File: config.mk
export PLATFORM = sky130hd
export DESIGN_NAME = adc_spi_responder
export DESIGN_NICKNAME = d
export VERILOG_FILES = /design/src/rtl/adc_spi_responder.sv
export SDC_FILE = /design/constraint.sdc
export NUM_CORES = 1
export LEC_CHECK = 0
export BUFFER_PORTS_ARGS = -buffer_cell sky130_fd_sc_hd__buf_2
export CORE_AREA = 5 5 77 79
export CTS_CLUSTER_DIAMETER = 30
export CTS_CLUSTER_SIZE = 8
export DETAILED_ROUTE_END_ITERATION = 8
export DIE_AREA = 0 0 82 84
export PLACE_DENSITY_LB_ADDON = 0.08
export SLEW_MARGIN = 20
export SYNTH_ARGS = -nofsm -noshare
export SYNTH_HDL_FRONTEND = slang
export SYNTH_SLANG_ARGS = --single-unit
File: constraint.sdc
create_clock -name sysclk -period 4.7 [get_ports sysclk]
set_input_delay 0.94 -clock sysclk [delete_from_list [all_inputs] [get_ports sysclk]]
set_output_delay 0.94 -clock sysclk [all_outputs]
set_load 0.02 [all_outputs]
File: src/rtl/adc_spi_responder.sv
// Device-side model of an MCP3002-style 2-channel 10-bit SPI ADC.
// All SPI pins are oversampled in the sysclk domain; result bits come from ch0_data/ch1_data.
module adc_spi_responder #(
   parameter int SYNC_STAGES = 2,
   parameter int DATA_W      = 10
) (
   input  logic              sysclk,
   input  logic              rst_n,
   input  logic              adc_cs,
   input  logic              adc_sck,
   input  logic              sdata_to_adc,
   output logic              sdata_from_adc,
   output logic              sdo_oe,
   input  logic [DATA_W-1:0] ch0_data,
   input  logic [DATA_W-1:0] ch1_data,
   output logic [2:0]        cfg,
   output logic              frame_done,
   output logic              frame_abort
);

   localparam int IDX_W = $clog2(DATA_W);

   typedef enum logic [2:0] {
      IDLE, WAIT_START, CFG, NULL_BIT, DATA_MSB, DATA_LSB, TAIL
   } state_t;

   logic [SYNC_STAGES-1:0] sck_sync, cs_sync, sdi_sync;
   logic                   sck_d, cs_d;
   logic                   sck_s, cs_s, sdi_s;
   logic                   sck_rise, sck_fall, cs_rise, cs_fall;

   state_t            state, state_nx;
   logic [1:0]        cmd_q, cmd_nx;
   logic [1:0]        cmd_cnt, cmd_cnt_nx;
   logic [IDX_W-1:0]  idx, idx_nx;
   logic [DATA_W-1:0] res, res_nx;
   logic [2:0]        cfg_nx;
   logic              sdo_nx, oe_nx, done_nx, abort_nx;
   logic              done_seen, seen_nx;
   logic [DATA_W:0]   diff;
   logic [DATA_W-1:0] conv;

   // NOTE: sequential state uses non-blocking assignments so every flop samples pre-edge values.
   always_ff @(posedge sysclk or negedge rst_n) begin
      if (!rst_n) begin
         sck_sync <= '0;
         sdi_sync <= '0;
         cs_sync  <= '1;
         sck_d    <= 1'b0;
         cs_d     <= 1'b1;
      end else begin
         sck_sync <= {sck_sync[SYNC_STAGES-2:0], adc_sck};
         sdi_sync <= {sdi_sync[SYNC_STAGES-2:0], sdata_to_adc};
         cs_sync  <= {cs_sync[SYNC_STAGES-2:0], adc_cs};
         sck_d    <= sck_sync[SYNC_STAGES-1];
         cs_d     <= cs_sync[SYNC_STAGES-1];
      end
   end

   assign sck_s    = sck_sync[SYNC_STAGES-1];
   assign cs_s     = cs_sync[SYNC_STAGES-1];
   assign sdi_s    = sdi_sync[SYNC_STAGES-1];
   assign sck_rise = sck_s & ~sck_d;
   assign sck_fall = ~sck_s & sck_d;
   assign cs_rise  = cs_s & ~cs_d;
   assign cs_fall  = ~cs_s & cs_d;

   // Conversion result from the SGL/ODD bits already shifted in; differential clamps at zero.
   always_comb begin
      diff = '0;
      if (cmd_q[1]) begin
         conv = cmd_q[0] ? ch1_data : ch0_data;
      end else begin
         diff = cmd_q[0] ? ({1'b0, ch1_data} - {1'b0, ch0_data})
                         : ({1'b0, ch0_data} - {1'b0, ch1_data});
         conv = diff[DATA_W] ? '0 : diff[DATA_W-1:0];
      end
   end

   // NOTE: every signal gets a default before the case so no latches are inferred.
   always_comb begin
      state_nx   = state;
      cmd_nx     = cmd_q;
      cmd_cnt_nx = cmd_cnt;
      idx_nx     = idx;
      res_nx     = res;
      cfg_nx     = cfg;
      sdo_nx     = sdata_from_adc;
      oe_nx      = sdo_oe;
      seen_nx    = done_seen;
      done_nx    = 1'b0;
      abort_nx   = 1'b0;

      if (state != IDLE && cs_rise) begin
         state_nx = IDLE;
         oe_nx    = 1'b0;
         sdo_nx   = 1'b0;
         abort_nx = ~done_seen;
      end else begin
         unique case (state)
            IDLE: if (cs_fall) begin
               state_nx = WAIT_START;
               seen_nx  = 1'b0;
            end
            WAIT_START: if (sck_rise && sdi_s) begin
               state_nx   = CFG;
               cmd_cnt_nx = '0;
            end
            CFG: if (sck_rise) begin
               cmd_nx     = {cmd_q[0], sdi_s};
               cmd_cnt_nx = cmd_cnt + 2'd1;
               if (cmd_cnt == 2'd2) begin
                  cfg_nx   = {cmd_q, sdi_s};
                  res_nx   = conv;
                  state_nx = NULL_BIT;
               end
            end
            NULL_BIT: if (sck_fall) begin
               oe_nx    = 1'b1;
               sdo_nx   = 1'b0;
               idx_nx   = IDX_W'(DATA_W-1);
               state_nx = DATA_MSB;
            end
            DATA_MSB: if (sck_fall) begin
               sdo_nx = res[idx];
               if (idx == '0) begin
                  done_nx  = 1'b1;
                  seen_nx  = 1'b1;
                  idx_nx   = IDX_W'(1);
                  state_nx = cfg[0] ? TAIL : DATA_LSB;
               end else begin
                  idx_nx = idx - IDX_W'(1);
               end
            end
            DATA_LSB: if (sck_fall) begin
               sdo_nx = res[idx];
               if (idx == IDX_W'(DATA_W-1)) state_nx = TAIL;
               else                         idx_nx   = idx + IDX_W'(1);
            end
            TAIL: if (sck_fall) sdo_nx = 1'b0;
            default: state_nx = IDLE;
         endcase
      end
   end

   always_ff @(posedge sysclk or negedge rst_n) begin
      if (!rst_n) begin
         state          <= IDLE;
         cmd_q          <= '0;
         cmd_cnt        <= '0;
         idx            <= '0;
         res            <= '0;
         cfg            <= 3'b000;
         sdata_from_adc <= 1'b0;
         sdo_oe         <= 1'b0;
         done_seen      <= 1'b0;
         frame_done     <= 1'b0;
         frame_abort    <= 1'b0;
      end else begin
         state          <= state_nx;
         cmd_q          <= cmd_nx;
         cmd_cnt        <= cmd_cnt_nx;
         idx            <= idx_nx;
         res            <= res_nx;
         cfg            <= cfg_nx;
         sdata_from_adc <= sdo_nx;
         sdo_oe         <= oe_nx;
         done_seen      <= seen_nx;
         frame_done     <= done_nx;
         frame_abort    <= abort_nx;
      end
   end

endmodule

==> report_table.html, run 1 <==
<table>
<tr><th>Metric</th><th>Value</th></tr>
<tr><th colspan="2">Layout</th></tr>
<tr><td>Area added between synthesis and finish</td><td>9.65%</td></tr>
<tr><td>Most frequent cells in the layout</td><td>sky130_fd_sc_hd__inv_1, sky130_fd_sc_hd__dfrtp_1, sky130_fd_sc_hd__buf_2, sky130_fd_sc_hd__a21oi_1, sky130_fd_sc_hd__ha_1</td></tr>
<tr><td>Fill cell total of the finished layout</td><td>505</td></tr>
<tr><td>Nets</td><td>413</td></tr>
<tr><td>Fraction of final layout cells sized beyond drive strength 1</td><td>15.7%</td></tr>
<tr><td>Count of antenna diodes in the layout</td><td>0</td></tr>
<tr><th colspan="2">Synth</th></tr>
<tr><td>Share of synthesized area occupied by flip-flops and latches</td><td>31.4%</td></tr>
<tr><td>Main combinational cell family by area after synthesis</td><td>compound AO/OA/AOI/OAI gates</td></tr>
<tr><td>Xor and xnor area share after synthesis</td><td>2.07%</td></tr>
<tr><td>Simple-gate share of the synthesized area</td><td>18.2%</td></tr>
<tr><td>Cell area after synthesis</td><td>0.00296 sq mm</td></tr>
<tr><td>Cell taking the most area after synthesis</td><td>sky130_fd_sc_hd__dfrtp_1</td></tr>
<tr><td>Area share of the largest cell type after synthesis</td><td>28.8%</td></tr>
<tr><td>Count of cell types in the netlist</td><td>61</td></tr>
<tr><td>Share of synthesized registers carrying an async set or reset</td><td>100%</td></tr>
<tr><td>Syn Inst Count</td><td>342</td></tr>
<tr><td>Flip-flop and latch count after synthesis</td><td>37</td></tr>
<tr><td>Average size of a mapped cell</td><td>8.64 sq um</td></tr>
<tr><td>Net Count, Synth</td><td>394</td></tr>
<tr><td>Fraction of the mapped netlist area in compound gates</td><td>20.7%</td></tr>
<tr><td>Synthesis warning total</td><td>0</td></tr>
<tr><td>Primary FF master, synth</td><td>sky130_fd_sc_hd__dfrtp_1</td></tr>
<tr><td>Mux cell area share after synthesis</td><td>8.34%</td></tr>
<tr><td>Cell types with the largest area share after synthesis</td><td>sky130_fd_sc_hd__dfrtp_1, sky130_fd_sc_hd__ha_1, sky130_fd_sc_hd__a21oi_1</td></tr>
<tr><td>Adder-Cell Fraction of Synth Area</td><td>11.9%</td></tr>
<tr><td>Count of flip-flops with a built-in enable after synthesis</td><td>0</td></tr>
<tr><th colspan="2">Clocking</th></tr>
<tr><td>Root buffer cell</td><td>sky130_fd_sc_hd__clkbuf_8</td></tr>
<tr><td>Count of buffers added by post-CTS timing repair for setup</td><td>0</td></tr>
<tr><td>Clock Tree Buf Depth</td><td>2</td></tr>
<tr><td>Clock sink count</td><td>37</td></tr>
<tr><td>TritonCTS clock tree</td><td>done</td></tr>
<tr><td>Number of buffers created by CTS</td><td>5</td></tr>
<tr><td>Clock latency at the later pin of the worst-skew pair</td><td>0.29 ns</td></tr>
<tr><td>Clock transition at the registers of the reported paths</td><td>0.08 ns</td></tr>
<tr><td># H-tree levels</td><td>2</td></tr>
<tr><td>Hold buffers post-CTS</td><td>0</td></tr>
<tr><td>Post-CTS Resized</td><td>0</td></tr>
<tr><th colspan="2">Global routing</th></tr>
<tr><td>Number of global-route vias before repair</td><td>2354</td></tr>
<tr><td>Overflow left after global routing</td><td>0</td></tr>
<tr><td>All-layer global routing usage</td><td>18.7%</td></tr>
<tr><td>Pin count of the biggest net entering global routing</td><td>38</td></tr>
<tr><td>First-pass GRT wire length</td><td>10400 um</td></tr>
<tr><td>Antenna violations before repair</td><td>0</td></tr>
<tr><th colspan="2">Worst setup path</th></tr>
<tr><td>Crit-path leading delay family</td><td>compound AO/OA/AOI/OAI gates</td></tr>
<tr><td>Worst path most repeated cell</td><td>sky130_fd_sc_hd__inv_1</td></tr>
<tr><td>Signal arrival time at the worst endpoint</td><td>2.84 ns</td></tr>
<tr><td>List of cells traversed by the critical path</td><td>buf_2 &gt; inv_1 &gt; ha_1 &gt; inv_1 &gt; fa_1 &gt; nand3_1 &gt; nand3b_1 &gt; a41o_2 &gt; a21oi_4 &gt; nor2_2 &gt; a221o_1</td></tr>
<tr><td>Type of the worst setup path</td><td>in -&gt; reg</td></tr>
<tr><td>Master of the slowest instance on the critical path</td><td>sky130_fd_sc_hd__fa_1</td></tr>
<tr><td>Total buffers and inverters traversed by the critical path</td><td>3</td></tr>
<tr><td>Startpoint type of the worst setup path</td><td>input pin</td></tr>
<tr><td>Max Fanout on Critical Path</td><td>5</td></tr>
<tr><td>Req. time, crit path</td><td>4.87 ns</td></tr>
<tr><td>Maximum cell stage delay along the critical path</td><td>0.38 ns</td></tr>
<tr><td>CP endpoint kind</td><td>flop</td></tr>
<tr><th colspan="2">Pwr</th></tr>
<tr><td>Static Leakage</td><td>1.54 nW</td></tr>
<tr><td>Switching power</td><td>0.585 mW</td></tr>
<tr><td>Share of total power in the clock network</td><td>19.3%</td></tr>
<tr><td>Switching part of the total</td><td>39.6%</td></tr>
<tr><td>Internal power of the cells</td><td>0.893 mW</td></tr>
<tr><td>Largest voltage drop on the vdd net</td><td>192 uV</td></tr>
<tr><td>Flop pwr share</td><td>36.2%</td></tr>
<tr><td>Share of power burned in combinational logic</td><td>44.4%</td></tr>
<tr><td>Total power density per cell area</td><td>456 mW/mm^2</td></tr>
<tr><th colspan="2">Floorplan</th></tr>
<tr><td>Die Y-Extent</td><td>84 um</td></tr>
<tr><td>Die area</td><td>0.00689 sq mm</td></tr>
<tr><td>I/O Pins</td><td>32</td></tr>
<tr><td>Number of placement rows</td><td>27</td></tr>
<tr><td>Die W</td><td>82 um</td></tr>
<tr><td>Floorplan Core Area</td><td>0.00527 sq mm</td></tr>
<tr><td>Initial core utilization</td><td>56.1%</td></tr>
<tr><th colspan="2">Drt</th></tr>
<tr><td>Router iterations before antenna repair</td><td>4</td></tr>
<tr><td>Antenna Violating Nets Remaining</td><td>0</td></tr>
<tr><td>Average routed wire per standard cell</td><td>14.1 um</td></tr>
<tr><td>Drt drc</td><td>0</td></tr>
<tr><td>Number of DRC markers in iteration 0</td><td>83</td></tr>
<tr><td>Total number of vias</td><td>2473</td></tr>
<tr><td>Via density per instance</td><td>5.70</td></tr>
<tr><td>Routed wire length</td><td>6130 um</td></tr>
<tr><th colspan="2">Timing</th></tr>
<tr><td>Total count of max-transition violations in the final report</td><td>0</td></tr>
<tr><td>Minimum period implied by the final worst setup slack</td><td>2.67 ns</td></tr>
<tr><td>Actual transition at the worst max-transition pin</td><td>0.828 ns</td></tr>
<tr><td>Setup Viol. Count Final</td><td>0</td></tr>
<tr><td>Share of the clock period used by the worst path</td><td>56.8%</td></tr>
<tr><td>Setup repair after global routing missed its margin</td><td>no</td></tr>
<tr><td>Worst-case clock skew</td><td>0.00702 ns</td></tr>
<tr><td>Highest Clock Rate</td><td>0.375 GHz</td></tr>
<tr><td>Slew headroom</td><td>44.7%</td></tr>
<tr><td>Final Hold Fails</td><td>0</td></tr>
<tr><td>Final-layout worst hold slack</td><td>0.354 ns</td></tr>
<tr><td>TNS Setup</td><td>0 ns</td></tr>
<tr><th colspan="2">Flow run</th></tr>
<tr><td>Number of max-cap violations</td><td>0</td></tr>
<tr><th colspan="2">Outcome</th></tr>
<tr><td>Result of the run</td><td>finished, final reports clean</td></tr>
<tr><th colspan="2">Placed design</th></tr>
<tr><td>HPWL after detailed placement</td><td>4730 um</td></tr>
<tr><td>Weighted congestion reported at the end of routability-driven placement</td><td>0.842</td></tr>
<tr><td>Port buffer count</td><td>31</td></tr>
<tr><th colspan="2">Min path</th></tr>
<tr><td>Hold Path Class</td><td>reg -&gt; reg</td></tr>
</table>
area by class of cell:
class                      instances  area [sq um]  share of cell area, %
sequential                        37           930                   28.7
clock inverter                     2          37.5                   1.16
inverter                          34           128                   3.94
tap                               72          90.1                   2.78
clock buffer                       6          82.6                   2.55
timing repair buffer              32           163                   5.02
multi-input combinational        251          1810                   55.9
cell usage after synthesis (5+ instances only):
| cell | instances |
|---|---|
| sky130_fd_sc_hd__mux2i_1 | 13 |
| sky130_fd_sc_hd__nand2b_1 | 7 |
| sky130_fd_sc_hd__nand2_1 | 24 |
| sky130_fd_sc_hd__a21oi_1 | 26 |
| sky130_fd_sc_hd__o21ai_0 | 17 |
| sky130_fd_sc_hd__a221o_1 | 6 |
| sky130_fd_sc_hd__inv_1 | 34 |
| sky130_fd_sc_hd__nor2_1 | 23 |
| sky130_fd_sc_hd__nor3_1 | 17 |
| sky130_fd_sc_hd__and3_1 | 5 |
| sky130_fd_sc_hd__nand3_1 | 7 |
| sky130_fd_sc_hd__dfrtp_1 | 34 |
| sky130_fd_sc_hd__clkbuf_1 | 13 |
| sky130_fd_sc_hd__nor2b_1 | 9 |
| sky130_fd_sc_hd__ha_1 | 25 |
routing by layer:
| metal | track usage, % | wire length, um | vias to the layer above |
|---|---|---|---|
| met4 | 6.04 | 108 | 0 |
| met1 | 22.7 | 2660 | 1171 |
| met2 | 33.1 | 3180 | 42 |
| li1 | - | - | 1251 |
| met5 | 0 | 0 | - |
| met3 | 2.70 | 188 | 9 |
power by group through the flow:
stage	Clock (mW)	Sequential (mW)	Combinational (mW)
2_1_floorplan	0	0.460	0.602
3_3_place_gp	0	0.541	0.645
3_5_place_dp	0	0.542	0.654
4_1_cts	0.294	0.536	0.656
5_1_grt	0.309	0.555	0.734
6_report	0.286	0.535	0.656
metrics by stage:
step	instances	power, mW	instance area [sq um]	setup WS, ns	util, %
5_1_grt	434	1.60	3240	1.91	61.5
2_1_floorplan	342	1.06	2960	2.03	-
4_1_cts	434	1.49	3240	2.04	61.5
6_report	434	1.48	3240	2.03	61.5
3_3_place_gp	426	1.19	3120	1.78	59.2
3_5_place_dp	426	1.20	3120	1.74	59.2
sequential cells by signal, indices dropped and copies added, names as in the netlist, 3 cells and up:
signal,count
res,10
state,3
idx,4
cfg,3
cells by family (layout without fill, tap and decap cells):
logic type | after synthesis | count (layout)
AOI/OAI and AO/OA | 89 | 89
adders and majority gates | 27 | 27
DFF | 37 | 37
muxes | 21 | 21
and+or+nand+nor | 107 | 107
buffers and inverters | 54 | 74
xor gates and xnor gates | 7 | 7
worst paths after layout:
path	from	end	slack [ns]	depth (start not counted)
max in group asynchronous	rst_n	cfg[2]	3.46	1
hold / removal	sck_sync[0]	sck_sync[1]	0.35	0
setup / recovery	ch0_data[0]	res[1]	2.03	11
setup reg to reg	state[0]	res[9]	2.21	6
hold reg to reg	sck_sync[0]	sck_sync[1]	0.35	0
min in group asynchronous	rst_n	idx[3]	0.73	1
worst reg2reg max path, stage by stage (launching register included):
cell and delay (ns):
sky130_fd_sc_hd__dfrtp_1 0.60, sky130_fd_sc_hd__and3b_1 0.31, sky130_fd_sc_hd__nand4_1 0.65, sky130_fd_sc_hd__o21bai_1 0.47
sky130_fd_sc_hd__nor2_1 0.12, sky130_fd_sc_hd__mux2i_1 0.08, sky130_fd_sc_hd__nor3b_1 0.14
(Power assumes the default switching activity.)
==> run 2: changes to the inputs <==
CORE_AREA = 5 5 80 82   (was 5 5 77 79)
DIE_AREA = 0 0 85 87   (was 0 0 82 84)
clock period = 2.3 ns   (was 4.7 ns; I/O delays follow)
==> run 2 against run 1 <==
Count of clock-buffer cells in the layout unchanged. Clock skew decreased by 0.0023 ns. Worst hold slack got worse by 0.096 ns. Cell count increased by 4.8%. Largest cell class unchanged. Flip-flop and latch count unchanged. Register-to-register slack got worse by 2.0 ns. Sequential share of layout area decreased by 1.2 points.
==> report_table.html, run 2 (synthesis results as in run 1) <==
<table>
<tr><th>Metric</th><th>Value</th></tr>
<tr><th colspan="2">Floorplan</th></tr>
<tr><td>Die Y-Extent</td><td>87 um (was 84 um)</td></tr>
<tr><td>Die area</td><td>0.00740 sq mm (was 0.00689 sq mm)</td></tr>
<tr><td>Die W</td><td>85 um (was 82 um)</td></tr>
<tr><td>Initial core utilization</td><td>52.1% (was 56.1%)</td></tr>
<tr><td>I/O Pins</td><td>32 (unchanged)</td></tr>
<tr><td>Floorplan Core Area</td><td>0.00568 sq mm (was 0.00527 sq mm)</td></tr>
<tr><td>Number of placement rows</td><td>28 (was 27)</td></tr>
<tr><th colspan="2">Clocking</th></tr>
<tr><td>Count of buffers added by post-CTS timing repair for setup</td><td>0 (unchanged)</td></tr>
<tr><td>Clock sink count</td><td>37 (unchanged)</td></tr>
<tr><td>Clock Tree Buf Depth</td><td>2 (unchanged)</td></tr>
<tr><td>Hold buffers post-CTS</td><td>0 (unchanged)</td></tr>
<tr><td>Clock transition at the registers of the reported paths</td><td>0.07 ns (was 0.08 ns)</td></tr>
<tr><td>Number of buffers created by CTS</td><td>5 (unchanged)</td></tr>
<tr><td>TritonCTS clock tree</td><td>done (unchanged)</td></tr>
<tr><td>Post-CTS Resized</td><td>0 (unchanged)</td></tr>
<tr><td>Root buffer cell</td><td>sky130_fd_sc_hd__clkbuf_8 (unchanged)</td></tr>
<tr><td>Clock latency at the later pin of the worst-skew pair</td><td>0.28 ns (was 0.29 ns)</td></tr>
<tr><td># H-tree levels</td><td>2 (unchanged)</td></tr>
<tr><th colspan="2">Global routing</th></tr>
<tr><td>Pin count of the biggest net entering global routing</td><td>38 (unchanged)</td></tr>
<tr><td>Overflow left after global routing</td><td>0 (unchanged)</td></tr>
<tr><td>All-layer global routing usage</td><td>18.3% (was 18.7%)</td></tr>
<tr><td>Number of global-route vias before repair</td><td>2441 (was 2354)</td></tr>
<tr><td>Antenna violations before repair</td><td>0 (unchanged)</td></tr>
<tr><td>First-pass GRT wire length</td><td>11200 um (was 10400 um)</td></tr>
<tr><th colspan="2">Pwr</th></tr>
<tr><td>Largest voltage drop on the vdd net</td><td>542 uV (was 192 uV)</td></tr>
<tr><td>Internal power of the cells</td><td>1.90 mW (was 0.893 mW)</td></tr>
<tr><td>Flop pwr share</td><td>31.9% (was 36.2%)</td></tr>
<tr><td>Static Leakage</td><td>1.63 nW (was 1.54 nW)</td></tr>
<tr><td>Share of total power in the clock network</td><td>17.8% (was 19.3%)</td></tr>
<tr><td>Share of power burned in combinational logic</td><td>50.3% (was 44.4%)</td></tr>
<tr><td>Power after layout</td><td>3.13 mW (was 1.48 mW)</td></tr>
<tr><td>Switching power</td><td>1.24 mW (was 0.585 mW)</td></tr>
<tr><td>Total power density per cell area</td><td>926 mW/mm^2 (was 456 mW/mm^2)</td></tr>
<tr><td>Switching part of the total</td><td>39.5% (was 39.6%)</td></tr>
<tr><th colspan="2">Timing</th></tr>
<tr><td>Actual transition at the worst max-transition pin</td><td>0.796 ns (was 0.828 ns)</td></tr>
<tr><td>Setup Viol. Count Final</td><td>0 (unchanged)</td></tr>
<tr><td>Highest Clock Rate</td><td>0.467 GHz</td></tr>
<tr><td>PnR worst setup slack</td><td>0.160 ns (was 2.03 ns)</td></tr>
<tr><td>Share of the clock period used by the worst path</td><td>93.0%</td></tr>
<tr><td>Minimum period implied by the final worst setup slack</td><td>2.14 ns</td></tr>
<tr><td>Setup repair after global routing missed its margin</td><td>no (unchanged)</td></tr>
<tr><td>Total count of max-transition violations in the final report</td><td>0 (unchanged)</td></tr>
<tr><td>Slew headroom</td><td>47.0% (was 44.7%)</td></tr>
<tr><td>Worst-case clock skew</td><td>0.00468 ns (was 0.00702 ns)</td></tr>
<tr><td>Final Hold Fails</td><td>0 (unchanged)</td></tr>
<tr><td>Final-layout worst hold slack</td><td>0.258 ns (was 0.354 ns)</td></tr>
<tr><td>TNS Setup</td><td>0 ns (unchanged)</td></tr>
<tr><th colspan="2">Layout</th></tr>
<tr><td>Fraction of final layout cells sized beyond drive strength 1</td><td>19.5% (was 15.7%)</td></tr>
<tr><td>Count of antenna diodes in the layout</td><td>0 (unchanged)</td></tr>
<tr><td>Register with the highest flop count</td><td>res (unchanged)</td></tr>
<tr><td>Biggest regs</td><td>res: 10 flops, idx: 4 flops (unchanged)</td></tr>
<tr><td>Most frequent cells in the layout</td><td>sky130_fd_sc_hd__inv_1, sky130_fd_sc_hd__dfrtp_1, sky130_fd_sc_hd__buf_2, sky130_fd_sc_hd__a21oi_1, sky130_fd_sc_hd__ha_1 (unchanged)</td></tr>
<tr><td>Nets</td><td>431 (was 413)</td></tr>
<tr><td>Area added between synthesis and finish</td><td>14.5% (was 9.65%)</td></tr>
<tr><td>Largest register FFs</td><td>10 (unchanged)</td></tr>
<tr><th colspan="2">Worst setup path</th></tr>
<tr><td>Type of the worst setup path</td><td>in -&gt; reg (unchanged)</td></tr>
<tr><td>Req. time, crit path</td><td>2.47 ns (was 4.87 ns)</td></tr>
<tr><td>Signal arrival time at the worst endpoint</td><td>2.31 ns (was 2.84 ns)</td></tr>
<tr><td>Max Fanout on Critical Path</td><td>4 (was 5)</td></tr>
<tr><td>Depth of the worst register-to-register path</td><td>6 (unchanged)</td></tr>
<tr><td>CP endpoint kind</td><td>flop (unchanged)</td></tr>
<tr><td>Startpoint type of the worst setup path</td><td>input pin (unchanged)</td></tr>
<tr><th colspan="2">Placed design</th></tr>
<tr><td>Pre-CTS setup slack</td><td>-0.154 ns (was 1.74 ns)</td></tr>
<tr><td>Port buffer count</td><td>31 (unchanged)</td></tr>
<tr><td>Weighted congestion reported at the end of routability-driven placement</td><td>0.869 (was 0.842)</td></tr>
<tr><td>HPWL after detailed placement</td><td>5100 um (was 4730 um)</td></tr>
<tr><th colspan="2">Drt</th></tr>
<tr><td>Via density per instance</td><td>5.62 (was 5.70)</td></tr>
<tr><td>Average routed wire per standard cell</td><td>14.3 um (was 14.1 um)</td></tr>
<tr><td>Routed length on met3</td><td>176 um (was 188 um)</td></tr>
<tr><td>Router iterations before antenna repair</td><td>4 (unchanged)</td></tr>
<tr><td>Routed metal-1 wirelength</td><td>2910 um (was 2660 um)</td></tr>
<tr><td>Topmost layer with routed signal wires</td><td>met4 (unchanged)</td></tr>
<tr><td>Antenna Violating Nets Remaining</td><td>0 (unchanged)</td></tr>
<tr><td>Met2 wirelength from detailed routing</td><td>3400 um (was 3180 um)</td></tr>
<tr><td>Total number of vias</td><td>2555 (was 2473)</td></tr>
<tr><td>Drt drc</td><td>0 (unchanged)</td></tr>
<tr><td>Number of DRC markers in iteration 0</td><td>82 (was 83)</td></tr>
<tr><td>Routed wire length</td><td>6510 um (was 6130 um)</td></tr>
<tr><th colspan="2">Outcome</th></tr>
<tr><td>Result of the run</td><td>finished, final reports clean (unchanged)</td></tr>
<tr><th colspan="2">Flow run</th></tr>
<tr><td>Number of max-cap violations</td><td>0 (unchanged)</td></tr>
<tr><th colspan="2">Min path</th></tr>
<tr><td>Hold Path Class</td><td>in -&gt; async (was reg -&gt; reg)</td></tr>
</table>
## run 2: cell types whose count changed in the layout (fill, tap and decap cells not counted)
cell and delta:
sky130_fd_sc_hd__buf_12 +1, sky130_fd_sc_hd__clkinvlp_4 -1, sky130_fd_sc_hd__clkbuf_1 +1, sky130_fd_sc_hd__buf_4 +17, sky130_fd_sc_hd__clkbuf_8 -1, sky130_fd_sc_hd__clkinv_4 +1
## run 2: power groups by stage
| stage | sequential (mW) | combinational (mW) | clock, mW |
|---|---|---|---|
| 2_1_floorplan | 0.939 | 1.23 | 0 |
| 3_3_place_gp | 1.01 | 1.55 | 0 |
| 3_5_place_dp | 1.01 | 1.58 | 0 |
| 4_1_cts | 0.998 | 1.59 | 0.569 |
| 5_1_grt | 1.02 | 1.76 | 0.607 |
| 6_report | 0.999 | 1.58 | 0.558 |
## run 2: area by class of cell
type                    instances  area [sq um]
fillers                       548          2290
inverters                      34           128
repair buffers                 50           310
clock buffers                   6          72.6
clock inverters                 2          38.8
well taps                      75          93.8
flip-flops and latches         37           930
multi-input cells             251          1810
## run 2: layer usage
metal  global-route usage [%]  vias up
li1                         -     1293
met1                     23.0     1212
met2                     33.6       46
met3                     2.18        4
met4                     4.03        0
met5                        0        -
## run 2: through the flow
step / utilization (%) / cells / area [sq um]
3_5_place_dp: 57.7 / 447 / 3270
3_3_place_gp: 57.7 / 447 / 3270
2_1_floorplan: - / 342 / 2960
5_1_grt: 59.6 / 455 / 3380
4_1_cts: 59.6 / 455 / 3380
6_report: 59.6 / 455 / 3380
## run 2: final timing paths
kind                                  start  slack [ns]     endpoint
worst min-delay path                  rst_n        0.26       idx[2]
worst max register to register     state[1]        0.26     state[0]
worst min register to register  sck_sync[0]        0.35  sck_sync[1]
max in group asynchronous             rst_n        1.54       res[4]
worst max-delay path            ch1_data[0]        0.16       res[3]
min in group sysclk                  adc_cs        0.27   cs_sync[0]
## run 2: worst max-delay path, cell delays in order
cell                      delay (ns)
sky130_fd_sc_hd__buf_2          0.12
sky130_fd_sc_hd__inv_1          0.05
sky130_fd_sc_hd__ha_1           0.17
sky130_fd_sc_hd__inv_1          0.08
sky130_fd_sc_hd__fa_1           0.38
sky130_fd_sc_hd__nand3_1        0.10
sky130_fd_sc_hd__nand3_1        0.10
sky130_fd_sc_hd__a41o_2         0.31
sky130_fd_sc_hd__a21oi_4        0.17
sky130_fd_sc_hd__nor2_2         0.07
sky130_fd_sc_hd__a221o_1        0.29
